<file path="src/rtl/dino_jump_ctrl.sv">
// Jump controller for the dino runner: edge-triggered take-off, rise/fall kinematics, landing pulses.
// Optional macro JUMP_BUFFER_EN remembers a press made while falling and launches on the tick after landing.
module dino_jump_ctrl #(
    parameter int Y_W      = 8,
    parameter int JUMP_VEL = 12,
    parameter int GRAVITY  = 1,
    parameter int MAX_FALL = 15,
    parameter int MAX_Y    = 200
) (
    input  logic           clk,
    input  logic           rst,
    input  logic           jump_pressed,
    input  logic           tick,
    input  logic           game_active,
    output logic [Y_W-1:0] dino_y,
    output logic           airborne,
    output logic           jump_start,
    output logic           land,
    output logic [1:0]     state_dbg
);

    localparam logic [1:0] ST_GROUND = 2'd0;
    localparam logic [1:0] ST_RISE   = 2'd1;
    localparam logic [1:0] ST_FALL   = 2'd2;

    localparam logic [Y_W-1:0] JV = Y_W'(JUMP_VEL);
    localparam logic [Y_W-1:0] GR = Y_W'(GRAVITY);
    localparam logic [Y_W-1:0] MF = Y_W'(MAX_FALL);
    localparam logic [Y_W-1:0] MY = Y_W'(MAX_Y);
    localparam logic [Y_W-1:0] TAKEOFF_Y = (JUMP_VEL < MAX_Y) ? JV : MY;

    logic [1:0]     state;
    logic [Y_W-1:0] vel;
    logic           jump_prev;
    logic           req;
    logic           buf_q;
    logic           jump_edge;
    logic           step;
    logic           launch;
    logic [Y_W:0]   rise_sum;
    logic [Y_W-1:0] rise_y;
    logic [Y_W:0]   fall_sum;
    logic [Y_W-1:0] fall_vel;

    assign jump_edge = jump_pressed & ~jump_prev;
    assign step      = tick & game_active;
    assign launch    = step && (state == ST_GROUND) && (req || jump_edge || buf_q);
    assign airborne  = (state == ST_RISE) || (state == ST_FALL);
    assign state_dbg = state;

    // Sums carry one extra bit so saturation is decided before any wrap.
    assign rise_sum = {1'b0, dino_y} + {1'b0, vel};
    assign rise_y   = (rise_sum > {1'b0, MY}) ? MY : rise_sum[Y_W-1:0];
    assign fall_sum = {1'b0, vel} + {1'b0, GR};
    assign fall_vel = (fall_sum > {1'b0, MF}) ? MF : fall_sum[Y_W-1:0];

    always_ff @(posedge clk) begin
        if (!rst) begin
            state      <= ST_GROUND;
            dino_y     <= '0;
            vel        <= '0;
            jump_prev  <= 1'b0;
            req        <= 1'b0;
            jump_start <= 1'b0;
            land       <= 1'b0;
        end else begin
            jump_prev  <= jump_pressed;
            jump_start <= 1'b0;
            land       <= 1'b0;

            if (!game_active) begin
                req <= 1'b0;
            end else if (state == ST_GROUND) begin
                if (launch)         req <= 1'b0;
                else if (jump_edge) req <= 1'b1;
            end

            if (step) begin
                case (state)
                    ST_GROUND: begin
                        if (launch) begin
                            state      <= ST_RISE;
                            dino_y     <= TAKEOFF_Y;
                            vel        <= JV - GR;
                            jump_start <= 1'b1;
                        end
                    end
                    ST_RISE: begin
                        dino_y <= rise_y;
                        if (vel <= GR) begin
                            vel   <= '0;
                            state <= ST_FALL;
                        end else begin
                            vel <= vel - GR;
                        end
                    end
                    ST_FALL: begin
                        if (dino_y <= vel) begin
                            dino_y <= '0;
                            vel    <= '0;
                            state  <= ST_GROUND;
                            land   <= 1'b1;
                        end else begin
                            dino_y <= dino_y - vel;
                            vel    <= fall_vel;
                        end
                    end
                    default: state <= ST_GROUND;
                endcase
            end
        end
    end

`ifdef JUMP_BUFFER_EN
    // A press while falling is held until the first tick back on the ground.
    always_ff @(posedge clk) begin
        if (!rst) begin
            buf_q <= 1'b0;
        end else if (!game_active || launch) begin
            buf_q <= 1'b0;
        end else if (state == ST_FALL && jump_edge) begin
            buf_q <= 1'b1;
        end
    end
`else
    assign buf_q = 1'b0;
`endif

endmodule
</file>
<file path="config.mk">
export PLATFORM = sky130hd
export DESIGN_NAME = dino_jump_ctrl
export DESIGN_NICKNAME = d
export VERILOG_FILES = /design/src/rtl/dino_jump_ctrl.sv
export SDC_FILE = /design/constraint.sdc
export NUM_CORES = 1
export LEC_CHECK = 0
export CORE_MARGIN = 1.5
export CORE_UTILIZATION = 55
export DETAILED_ROUTE_END_ITERATION = 8
export DONT_BUFFER_PORTS = 1
export PLACE_DENSITY = 0.73
export SLEW_MARGIN = 20
export SYNTH_ARGS = -nofsm -noshare
export SYNTH_HDL_FRONTEND = slang
export SYNTH_SLANG_ARGS = --single-unit
</file>
<file path="constraint.sdc">
create_clock -name clk -period 6.4 [get_ports clk]
set_input_delay 0 -clock clk [delete_from_list [all_inputs] [get_ports clk]]
set_output_delay 0 -clock clk [all_outputs]
set_load 0.005 [all_outputs]
</file>
### Yosys cells after proc, flatten, opt, wreduce, memory -nomap -nowiden

Cells that the tools add are included.

* bits of input ports: 5
* register bits: 22
* output and inout port bits: 13

* equality and inequality tests: 5
* $add $sub $neg: 4
* magnitude comparators: 4
* reductions and logical operators: 13
* bitwise operators: 3
* multiplexer cells: 17

Operator list (number)
* 8-bit two-way mux: 7
* 8-bit one-hot mux with 3 select lines: 2
* 8-bit by 1-bit adder with 9-bit output (second input constant): 1
* 8-bit by 8-bit adder with 9-bit output: 1
* 9-bit by 4-bit > comparator with 1-bit output (second input constant): 1
* 9-bit by 8-bit > comparator with 1-bit output (second input constant): 1
* 3-bit AND reduction: 3
* 8-bit by 1-bit less-or-equal comparator with 1-bit output (second input constant): 1
* 8-bit less-or-equal comparator: 1
* 8-bit by 1-bit subtractor with 8-bit output (second input constant): 1
* 8-bit subtractor: 1
* 2-bit two-way mux: 3
* 2-bit one-hot mux with 3 select lines: 1
* 1-bit two-way mux: 4
* 2-bit by 1-bit != test with 1-bit output (second input constant): 2
* 2-bit AND reduction: 2
* 4-bit AND reduction: 1
* 3-bit nonzero test: 1
* 1-bit bitwise AND: 2
* 2-bit by 1-bit equality test with 1-bit output (second input constant): 1
* 2-bit equality test (second input constant): 1
* 1-bit logical AND: 2
* 2-bit zero test: 1
* 1-bit logical OR: 2
* other kinds (3): 3

### Depth between registers and ports, before layout

* depth in word-level cells: 6
* mapped depth: 12

### Worst setup path after synthesis

No wires, ideal clock.

* path kind: flip-flop to flip-flop
* start point: register vel[0]
* end point: register dino_y[3]
* arrival: 2.396 ns
* path slack: 3.930 ns
* data required time: 6.326 ns
* path buffers: 0
* cell stages (with the launch flop): 10
* setup time: 0.074 ns
* cell sequence: dfxtp_1 ha_1 fa_1 nor2b_1 o21ai_1 a21oi_2 or3_1 a211o_1 a31o_1 a31oi_1

* cells in the longest elaborated chain, start to end: 4
* elaborated cells between the ends (all ways): 7

Ends and longest elaborated chain
* start: declaration: line 33 `logic [Y_W-1:0] vel;`
* start signal: assignment: line 84 `vel <= JV - GR;`
* start signal: assignment: line 94 `vel <= vel - GR;`
* start signal: assignment: line 105 `vel <= fall_vel;`
* 8-bit by 8-bit adder with 9-bit output: line 52 `assign rise_sum = {1'b0, dino_y} + {1'b0, vel};`
* 9-bit by 8-bit > comparator with 1-bit output: line 53 `assign rise_y = (rise_sum > {1'b0, MY}) ? MY : rise_sum[Y_W-1:0];`
* 8-bit two-way mux: line 53
* 8-bit one-hot mux with 3 select lines (*): line 79 `case (state)`
* end signal: assignment: line 89 `dino_y <= rise_y;`
* end signal: assignment: line 104 `dino_y <= dino_y - vel;`
* end: declaration: line 15 `output logic [Y_W-1:0] dino_y,`

Every way passes the cells marked *; elsewhere a longest branch is shown, timed or not.
A chain may end at the register's enable or synchronous reset.

### Final worst setup path

* start point: register vel[2]
* end point: register dino_y[2]

Same word-level chain as after synthesis.

==> impl_metrics.json <==
{
  "grt_overflow": 0,
  "fp.dieH_um": 64.7,
  "final_util": 0.597,
  "dp_hpwl_mm": 4.11,
  "fin_crit_sh": 0.473,
  "clockBufferDepth": 2,
  "placed_area_um2": 2090,
  "tightest_slew_ns": 0.598,
  "maxCapViolations": 0,
  "antenna_found_initial": 0,
  "coreArea_um2": 3660,
  "synthArstFlopShare": 0,
  "numClockSinks": 22,
  "startpoint_type": "flop",
  "cellPowerDensity_nw_per_um2": 146,
  "synth_cells": 270,
  "drtAntennaViolNets": 0,
  "antenna_cells": 0,
  "drtIter0Drc": 157,
  "wire_per_inst_um": 17.7,
  "ys_types": 58,
  "critPathKind": "reg -> reg",
  "die_area_um2": 4190,
  "status": "complete, no violations",
  "synth_seq_cells": 22,
  "grt_pass1_vias": 1856,
  "synthesis.area_um2": 2100,
  "leakage_uw": 0.000873,
  "ioPinCount": 18,
  "area_growth_pct": 4.24,
  "grt_max_degree": 16,
  "end_kind": "flop",
  "layout_min_cycle_time_ns": 3.03,
  "vias_per_cell": 6.52,
  "drtPass1Iterations": 5,
  "ys_seq_area_frac": 0.210,
  "grt_pass1_wl_mm": 9.05,
  "cp_max_fo": 15,
  "final_hold_viol_count": 0,
  "cts_root_buffer": "clkbuf_8",
  "fin_skew_ns": 0.00872,
  "dieWidth_um": 64.7,
  "critPathRequiredTime_ns": 6.59,
  "rows": 22,
  "worstHoldPathType": "in -> reg",
  "finalSetupViolCount": 0,
  "final_nets": 295,
  "port_buffers": 0,
  "maxSlewHeadroom": 0.601,
  "initial_core_util": 0.572,
  "route.final.wire_length_mm": 5.52,
  "cts_tree": "done",
  "synthFlopType": "dfxtp_1",
  "drcViolationCount": 0,
  "clkSlewWorstSetupHoldPaths_ns": 0.09,
  "vdd_drop_max_uv": 96.9,
  "htree_num_levels": 1,
  "rsz0062_at_grt": "false",
  "vias": 2033,
  "worstPathArrival_ns": 3.22,
  "fmax_ghz": 0.330,
  "finalSetupTns_ns": 0,
  "gp_congestion": 0.898,
  "drive_above_1_share": 0.0417,
  "clk_latency_ns": 0.27,
  "synth_edf_count": 0,
  "track_usage": 0.276,
  "synthesis.nets": 300,
  "avgSynthCellArea_um2": 7.76,
  "finalMaxSlewViolations": 0,
  "cts_inserted_buffers": 3,
  "fin_area_um2": 2180,
  "yosys_warnings": 0,
  "cts_setup_buffers": 0,
  "cts_resized": 0
}
## power breakdown
group	total [uW]	leakage, uW	internal (uW)	switching (uW)
Clock	104	0.0000288	55.0	48.7
Sequential	146	0.000178	140	5.58
Combinational	70.4	0.000666	28.6	41.8
Total	320	0.000873	223	96.1
## critical path, cell delays in order (launching register included)
cell and delay, ns:
dfxtp_1 0.54, inv_1 0.14, ha_1 0.56, a21o_1 0.20
a21oi_1 0.10, o21ai_1 0.23, nand3_1 0.46, o21ai_0 0.34
o2bb2ai_1 0.11, a211oi_1 0.24
## metrics by stage
step / worst slack, ns / hold slack (ns) / std cells / total power [uW]
after detailed placement: 3.47 / 0.130 / 304 / 215
after global routing: 3.14 / 0.0317 / 312 / 334
after CTS: 3.45 / 0.0266 / 312 / 319
final: 3.37 / 0.0294 / 312 / 320
after floorplan: 3.93 / 0.122 / 270 / 203
after global placement: 3.48 / 0.124 / 304 / 214
## kinds of logic after synthesis
group	share of synthesized area
AO/OA/AOI/OAI	0.320
XOR/XNOR	0.0376
adder cells (fa/ha/maj)	0.156
buffers and inverters	0.0669
flip-flops	0.210
multiplexers	0.00478
AND/OR/NAND/NOR	0.204
## layout make-up
cell class / instances / area, um^2
sequential: 22 / 440
timing repair buffer: 4 / 40.0
fill: 331 / 1480
multi-input combinational: 215 / 1520
tap: 48 / 60.1
inverter: 19 / 73.8
clock buffer: 4 / 55.1
## layer usage
| metal | track usage | part of all wire |
|---|---|---|
| met1 | 0.382 | 0.44 |
| met2 | 0.463 | 0.48 |
| met3 | 0.0347 | 0.067 |
| met4 | 0.0532 | 0.0053 |
| met5 | 0 | 0 |
## cell usage after synthesis (7+ instances only)
master	instances	area, um^2
nand2_1	25	93.8
ha_1	23	288
dfxtp_1	22	440
inv_1	18	67.6
a21oi_1	17	85.1
nor2_1	14	52.6
o21ai_0	14	70.1
nand3_1	12	60.1
a31oi_1	9	56.3
o21ai_1	9	45.0
clkbuf_1	8	30.0
nand2b_1	7	43.8
xnor2_1	7	61.3
## cell usage in the layout (no fill, tap or decap), types with 4 or more instances in the layout
master	count
clkbuf_8	4
nand2b_1	7
inv_1	18
dlygate4sd3_1	4
nand3_1	12
nand2_1	25
ha_1	23
a31oi_1	9
a211oi_1	5
a21oi_1	17
nor2_1	14
o211ai_1	4
a21o_1	6
xnor2_1	7
o21ai_0	14
nor2b_1	6
dfxtp_1	22
and3_1	4
o21ai_1	9
## state kept, by name (all words and copies together), names as in the netlist
name and cells:
dino_y 8, vel 8, state_dbg 2, jump_prev 1, jump_start 1, land 1, req 1
## timing repair
item                                    4_1_cts  5_1_grt
endpoints found under the hold margin        13        0
endpoints found under the setup margin        0        0
hold buffers                                  4        0
## path summary, 6_finish.rpt
check,start,endpoint,slack [ns],cells after the start
min,game_active,land,0.03,3
max reg2reg,vel[2],dino_y[2],3.37,9
max,vel[2],dino_y[2],3.37,9
min reg2reg,dino_y[5],dino_y[5],0.51,2
Power figures use the tool's default switching activity.
